$ cat src/rtl/move_sequencer_if.sv
// Move-check handshake between the move sequencer and the collision-check datapath.
//   chk_req : sequencer -> datapath, move request held until acknowledged
//   chk_op  : sequencer -> datapath, 0 DOWN, 1 LEFT, 2 RIGHT, 3 ROT
//   chk_ack : datapath -> sequencer, one-cycle response strobe
//   chk_ok  : datapath -> sequencer, move legal (valid with chk_ack)
//   commit  : sequencer -> datapath, one-cycle pulse to apply the accepted move
interface move_sequencer_if;
    logic       chk_req;
    logic [2:0] chk_op;
    logic       chk_ack;
    logic       chk_ok;
    logic       commit;

    modport master (
        output chk_req,
        output chk_op,
        output commit,
        input  chk_ack,
        input  chk_ok
    );

    modport slave (
        input  chk_req,
        input  chk_op,
        input  commit,
        output chk_ack,
        output chk_ok
    );
endinterface

$ cat src/rtl/move_sequencer.sv
// Move sequencer: collects user commands and gravity ticks as pending flags,
// arbitrates them one at a time into move-check requests and turns the datapath
// answer into commit / placed pulses.
//   clka        : sole clock, rising edge
//   restart_n   : asynchronous active-low reset
//   active      : game FSM is in MOVE; the sequencer runs only while high
//   btn_left, btn_right, btn_rot, btn_drop : single-cycle command pulses
//   chk         : move-check handshake (master side), see move_sequencer_if
//   placed      : one-cycle pulse when the piece has landed
//   busy        : high whenever the sequencer is not idle
// Build option: define MOVE_SEQUENCER_HARD_DROP_EN to enable hard drop; otherwise
// btn_drop is ignored.
module move_sequencer #(
    parameter int unsigned GRAVITY_PERIOD = 1000,
    parameter int unsigned CNT_W          = 20
) (
    input  logic             clka,
    input  logic             restart_n,
    input  logic             active,
    input  logic             btn_left,
    input  logic             btn_right,
    input  logic             btn_rot,
    input  logic             btn_drop,
    move_sequencer_if.master chk,
    output logic             placed,
    output logic             busy
);

    typedef enum logic [1:0] {StIdle, StArb, StReq, StPlace} state_e;

    localparam logic [2:0] OpDown  = 3'd0;
    localparam logic [2:0] OpLeft  = 3'd1;
    localparam logic [2:0] OpRight = 3'd2;
    localparam logic [2:0] OpRot   = 3'd3;

    // Pending-flag bit positions
    localparam int PDrop  = 4;
    localparam int PGrav  = 3;
    localparam int PRot   = 2;
    localparam int PLeft  = 1;
    localparam int PRight = 0;

    localparam logic [CNT_W-1:0] GravMax = CNT_W'(GRAVITY_PERIOD - 1);

    state_e           state_q, state_d;
    logic [CNT_W-1:0] grav_cnt_q, grav_cnt_d;
    logic [4:0]       pend_q, pend_d, pend_set;
    logic             drop_run_q, drop_run_d;
    logic [2:0]       op_q, op_d;
    logic             commit_q, commit_d;
    logic             placed_q, placed_d;
    logic             ready_q;
    logic             grav_tick;
    logic             drop_set;

`ifdef MOVE_SEQUENCER_HARD_DROP_EN
    assign drop_set = btn_drop;
`else
    logic unused_btn_drop;
    assign unused_btn_drop = btn_drop;
    assign drop_set        = 1'b0;
`endif

    assign pend_set = {drop_set, grav_tick, btn_rot, btn_left, btn_right};

    always_comb begin
        state_d    = state_q;
        grav_cnt_d = grav_cnt_q;
        pend_d     = pend_q;
        drop_run_d = drop_run_q;
        op_d       = op_q;
        commit_d   = 1'b0;
        placed_d   = 1'b0;
        grav_tick  = 1'b0;

        if (!active) begin
            // Leaving MOVE abandons everything, including an outstanding request.
            state_d    = StIdle;
            grav_cnt_d = '0;
            pend_d     = '0;
            drop_run_d = 1'b0;
        end else begin
            if (state_q != StPlace) begin
                if (grav_cnt_q == GravMax) begin
                    grav_cnt_d = '0;
                    grav_tick  = 1'b1;
                end else begin
                    grav_cnt_d = grav_cnt_q + 1'b1;
                end
            end

            unique case (state_q)
                StIdle: begin
                    // ready_q holds off the first ARB until the second edge after reset
                    if (ready_q) state_d = StArb;
                end
                StArb: begin
                    state_d = StReq;
                    if (drop_run_q) begin
                        // Hard drop in progress: keep issuing DOWN, other flags wait.
                        op_d = OpDown;
                    end else if (pend_q[PDrop]) begin
                        pend_d[PDrop] = 1'b0;
                        drop_run_d    = 1'b1;
                        op_d          = OpDown;
                    end else if (pend_q[PGrav]) begin
                        pend_d[PGrav] = 1'b0;
                        op_d          = OpDown;
                    end else if (pend_q[PRot]) begin
                        pend_d[PRot] = 1'b0;
                        op_d         = OpRot;
                    end else if (pend_q[PLeft]) begin
                        pend_d[PLeft] = 1'b0;
                        op_d          = OpLeft;
                    end else if (pend_q[PRight]) begin
                        pend_d[PRight] = 1'b0;
                        op_d           = OpRight;
                    end else begin
                        state_d = StArb;
                    end
                end
                StReq: begin
                    if (chk.chk_ack) begin
                        if (chk.chk_ok) begin
                            commit_d = 1'b1;
                            state_d  = StArb;
                        end else if (op_q == OpDown) begin
                            placed_d   = 1'b1;
                            state_d    = StPlace;
                            drop_run_d = 1'b0;
                            pend_d     = '0;
                        end else begin
                            state_d = StArb;
                        end
                    end
                end
                StPlace: begin
                    // Wait for active to fall; handled above.
                end
                default: state_d = StIdle;
            endcase

            // New pulses are merged after consumption so a same-cycle set survives;
            // nothing is recorded once the piece is landing or landed.
            if (state_d != StPlace) pend_d = pend_d | pend_set;
        end
    end

    always_ff @(posedge clka or negedge restart_n) begin
        if (!restart_n) begin
            state_q    <= StIdle;
            grav_cnt_q <= '0;
            pend_q     <= '0;
            drop_run_q <= 1'b0;
            op_q       <= OpDown;
            commit_q   <= 1'b0;
            placed_q   <= 1'b0;
            ready_q    <= 1'b0;
        end else begin
            state_q    <= state_d;
            grav_cnt_q <= grav_cnt_d;
            pend_q     <= pend_d;
            drop_run_q <= drop_run_d;
            op_q       <= op_d;
            commit_q   <= commit_d;
            placed_q   <= placed_d;
            ready_q    <= 1'b1;
        end
    end

    assign chk.chk_req = (state_q == StReq);
    assign chk.chk_op  = op_q;
    assign chk.commit  = commit_q;
    assign placed      = placed_q;
    assign busy        = (state_q != StIdle);

endmodule
$ cat src/flat_wrapper.sv
// flat-port wrapper written by rule: the top's interface ports become plain ports
module move_sequencer_flat 
#(
    parameter int unsigned GRAVITY_PERIOD = 1000,
    parameter int unsigned CNT_W          = 20
)
  (clka, restart_n, active, btn_left, btn_right, btn_rot, btn_drop, placed, busy, chk_chk_req, chk_chk_op, chk_commit, chk_chk_ack, chk_chk_ok);
  move_sequencer_if chk_i ();
  input  logic clka;
  input  logic restart_n;
  input  logic active;
  input  logic btn_left;
  input  logic btn_right;
  input  logic btn_rot;
  input  logic btn_drop;
  output logic placed;
  output logic busy;
  output wire logic [$bits(chk_i.chk_req)-1:0] chk_chk_req;
  output wire logic [$bits(chk_i.chk_op)-1:0] chk_chk_op;
  output wire logic [$bits(chk_i.commit)-1:0] chk_commit;
  input wire logic [$bits(chk_i.chk_ack)-1:0] chk_chk_ack;
  input wire logic [$bits(chk_i.chk_ok)-1:0] chk_chk_ok;
  assign chk_chk_req = chk_i.chk_req;
  assign chk_chk_op = chk_i.chk_op;
  assign chk_commit = chk_i.commit;
  assign chk_i.chk_ack = chk_chk_ack;
  assign chk_i.chk_ok = chk_chk_ok;
  move_sequencer #(.GRAVITY_PERIOD(GRAVITY_PERIOD), .CNT_W(CNT_W)) u_core (.clka(clka), .restart_n(restart_n), .active(active), .btn_left(btn_left), .btn_right(btn_right), .btn_rot(btn_rot), .btn_drop(btn_drop), .chk(chk_i), .placed(placed), .busy(busy));
endmodule
$ cat config.mk
export PLATFORM = sky130hd
export DESIGN_NAME = move_sequencer_flat
export DESIGN_NICKNAME = d
export VERILOG_FILES = /design/src/rtl/move_sequencer_if.sv /design/src/rtl/move_sequencer.sv /design/src/flat_wrapper.sv
export SDC_FILE = /design/constraint.sdc
export NUM_CORES = 1
export LEC_CHECK = 0
export BUFFER_PORTS_ARGS = -buffer_cell sky130_fd_sc_hd__buf_2
export CORE_UTILIZATION = 30
export DETAILED_ROUTE_END_ITERATION = 8
export HOLD_SLACK_MARGIN = 0.08
export PLACE_DENSITY = 0.52
export SETUP_SLACK_MARGIN = 0.1
export SLEW_MARGIN = 20
export SYNTH_ARGS = -nofsm -noshare
export SYNTH_HDL_FRONTEND = slang
export SYNTH_SLANG_ARGS = --single-unit
export TNS_END_PERCENT = 5
$ cat constraint.sdc
create_clock -name clka -period 4.65 [get_ports clka]
set_input_delay 0.93 -clock clka [delete_from_list [all_inputs] [get_ports clka]]
set_output_delay 0.93 -clock clka [all_outputs]
set_load 0.005 [all_outputs]
==> run summary <==
clock root cell = clkbuf_8
initial core utilization = 31.37%
CP max FO = 7
CP arrival = 2.38 ns
number of synthesized register bits = 32
CP required = 4.78 ns
syn avg cell area = 9.068 µm²
gpl congestion = 0.8132
class of the worst hold path = flop to flop
Final setup viols = 0
fin cells = 295
area of the core = 5956 µm²
worst clock skew = 0.006517 ns
Port-buffer cells = 13
CP Class = primary input to flop
diode count = 0
# IOs = 16
cell area after layout = 2091 µm²
Syn. warnings = 0
Max-Cap Viols = 0
vias per inst = 5.383
RSZ-0062 raised after global routing = no
Site Rows = 28
sequential fraction of the synthesis area = 42.87%
fin crit period = 2.245 ns
asr flop ratio synth = 100.0%
Setup Fix Bufs, Post-CTS = 0
CP max stage delay = 0.62 ns
Worst-Margin Slew = 0.6846 ns
number of global-route vias before repair = 1505
P_leak = 0.8381 nW
total global routing overflow = 0
die extent in y = 80.91 µm
clk sinks = 32
DRT iter0 DRCs = 98
crit share post-route = 48.28%
WP buf/inv = 1
first-pass GRT wire length = 7369 µm
# H-tree levels = 2
largest net degree at the start of global routing = 33
fmax = 445.4 MHz
VDD IR max = 0.1080 mV
Synth cell types = 46
Clock Latency Late Sink = 0.28 ns
Synth Instances = 206
Post-synth EDFFs = 0
Longest Clk Path Bufs = 2
fill count = 627
Area after DPL = 1994 µm²
Pre-Repair DR Iteration Count = 4
PwrDens = 343.3 nW/µm²
Cells after DPL = 287
Reg clk slew, reported paths = 0.07 ns
CP top delay family = simple AND/OR/NAND/NOR gates
Mapped Nets = 221
Max-slew headroom = 53.18%
Slew Viols, Final = 0
Fin. Hold Viols = 0
die width = 80.91 µm
ys flop type = dfrtp_1
outcome = completed
Nets = 234
via count = 1588
DRT antenna net count = 0
final worst setup slack = 2.405 ns
WL/cell = 14.13 µm
slowest cell on the critical path = nor4b_2
initial antenna violation count = 0
cts repair resizes = 0
Place WS = 2.111 ns
GR Util All Layers = 14.67%
Area Overhead vs Synth = 11.92%
DP Wirelength = 2905 µm
CTS tree = yes
Startpoint Class = primary input
DRT Wirelength = 4168 µm
Sum Neg Setup Slack = 0 ns
die area = 6546 µm²
drc violations = 0
Mapped Area = 1868 µm²
worst-path cell chain = buf_2, nor4b_2, nand2_1, o221ai_1, a311oi_1
layout cell share with drive strength beyond 1 = 13.18%
CTS Buf Count = 5
CTS Hold Bufs = 0
endpoint type of the worst setup path = flop
-- routing by layer --
metal  share of wire, %  GRT usage [%]
met1                 50          20.12
met2                 45          22.10
met3                3.3          3.371
met4                1.8          5.893
met5                  0              0
-- sequential cells by signal, indices dropped and copies added, names as in the netlist --
name / flops
u_core.drop_run_q: 1
u_core.pend_q: 4
u_core.chk.chk_op: 2
u_core.grav_cnt_q: 20
u_core.placed: 1
u_core.chk.commit: 1
u_core.state_q: 2
u_core.ready_q: 1
-- cells in the final DEF (no fill, tap or decap), types with 2 or more instances in the layout --
cell type,n
clkbuf_8,6
o31ai_1,6
dfrtp_1,32
and2_1,2
conb_1,2
xor2_1,3
ha_1,6
buf_2,13
nand4_1,6
nand3_1,10
nor3_1,2
and4_1,2
o211ai_1,7
o2111ai_1,2
a21oi_1,13
o21ai_0,10
inv_1,10
o221ai_1,2
nand2_1,21
a311oi_1,3
xnor2_1,3
nor2_1,14
or4_1,7
nand3b_1,2
clkinv_2,2
nor2b_1,4
or3_1,3
and3_1,6
nor4_1,6
-- path summary, 6_finish.rpt --
check	startpoint	to	slack (ns)	cells past startpoint
min in group asynchronous	restart_n	u_core.ready_q	0.70	1
hold reg to reg	u_core.chk.chk_op[1]	u_core.chk.chk_op[1]	0.53	2
setup / recovery	chk_chk_ok	u_core.pend_q[2]	2.41	5
max in group asynchronous	restart_n	u_core.pend_q[0]	3.49	1
setup reg to reg	u_core.state_q[0]	u_core.pend_q[2]	2.42	6
hold / removal	u_core.chk.chk_op[1]	u_core.chk.chk_op[1]	0.53	2
-- cells by family (layout without fill, tap and decap cells) --
group,after synthesis,count (layout),share of synthesized area [%]
DFF,32,32,42.87
AOI/OAI and AO/OA,53,53,19.36
other,2,2,0.4020
and+or+nand+nor,90,90,26.79
buffers and inverters,17,31,3.750
xor gates and xnor gates,6,6,2.814
adders and majority gates,6,6,4.019
-- area by class of cell --
type                    instances  area (µm²)  area share [%]
repair buffers                 13       65.06           3.112
inverters                      10       37.54           1.795
clock inverters                 2       10.01          0.4788
clock buffers                   6       82.58           3.950
flip-flops and latches         32       800.8           38.30
multi-input cells             157        1001           47.88
well taps                      75       93.84           4.488
-- report_power, final --
group	internal (mW)	switching (mW)	total, mW
Sequential	0.303	0.0292	0.332
Combinational	0.0663	0.0992	0.166
Clock	0.118	0.102	0.220
-- Yosys cell counts, types with 6 or more instances --
master / number / area share [%]
nand4_1: 6 / 2.0
or4_1: 7 / 2.8
nand2_1: 21 / 4.2
and3_1: 6 / 2.0
dfrtp_1: 32 / 43
o31ai_1: 6 / 2.4
a21oi_1: 13 / 3.5
nor4_1: 6 / 2.0
nor2_1: 14 / 2.8
o21ai_0: 10 / 2.7
nand3_1: 10 / 2.7
inv_1: 10 / 2.0
ha_1: 6 / 4.0
o211ai_1: 7 / 2.8
-- worst register-to-register path: cells and delay by family (launching register included) --
family / cells / cell delay [ns]
buffers and inverters: 1 / 0.10
AND/OR/NAND/NOR: 1 / 0.21
flip-flops: 1 / 0.46
adder cells (fa/ha/maj): 1 / 0.29
AO/OA/AOI/OAI: 3 / 1.08
-- per-stage QoR --
stage	util (%)	power (mW)	hold slack [ns]
floorplan	-	0.4480	0.5120
global placement	33.49	0.5035	0.5153
detailed placement	33.49	0.5035	0.5183
CTS	35.04	0.7300	0.5355
global route	35.11	0.7697	0.5963
finish	35.11	0.7177	0.5250
(Power assumes the default switching activity.)
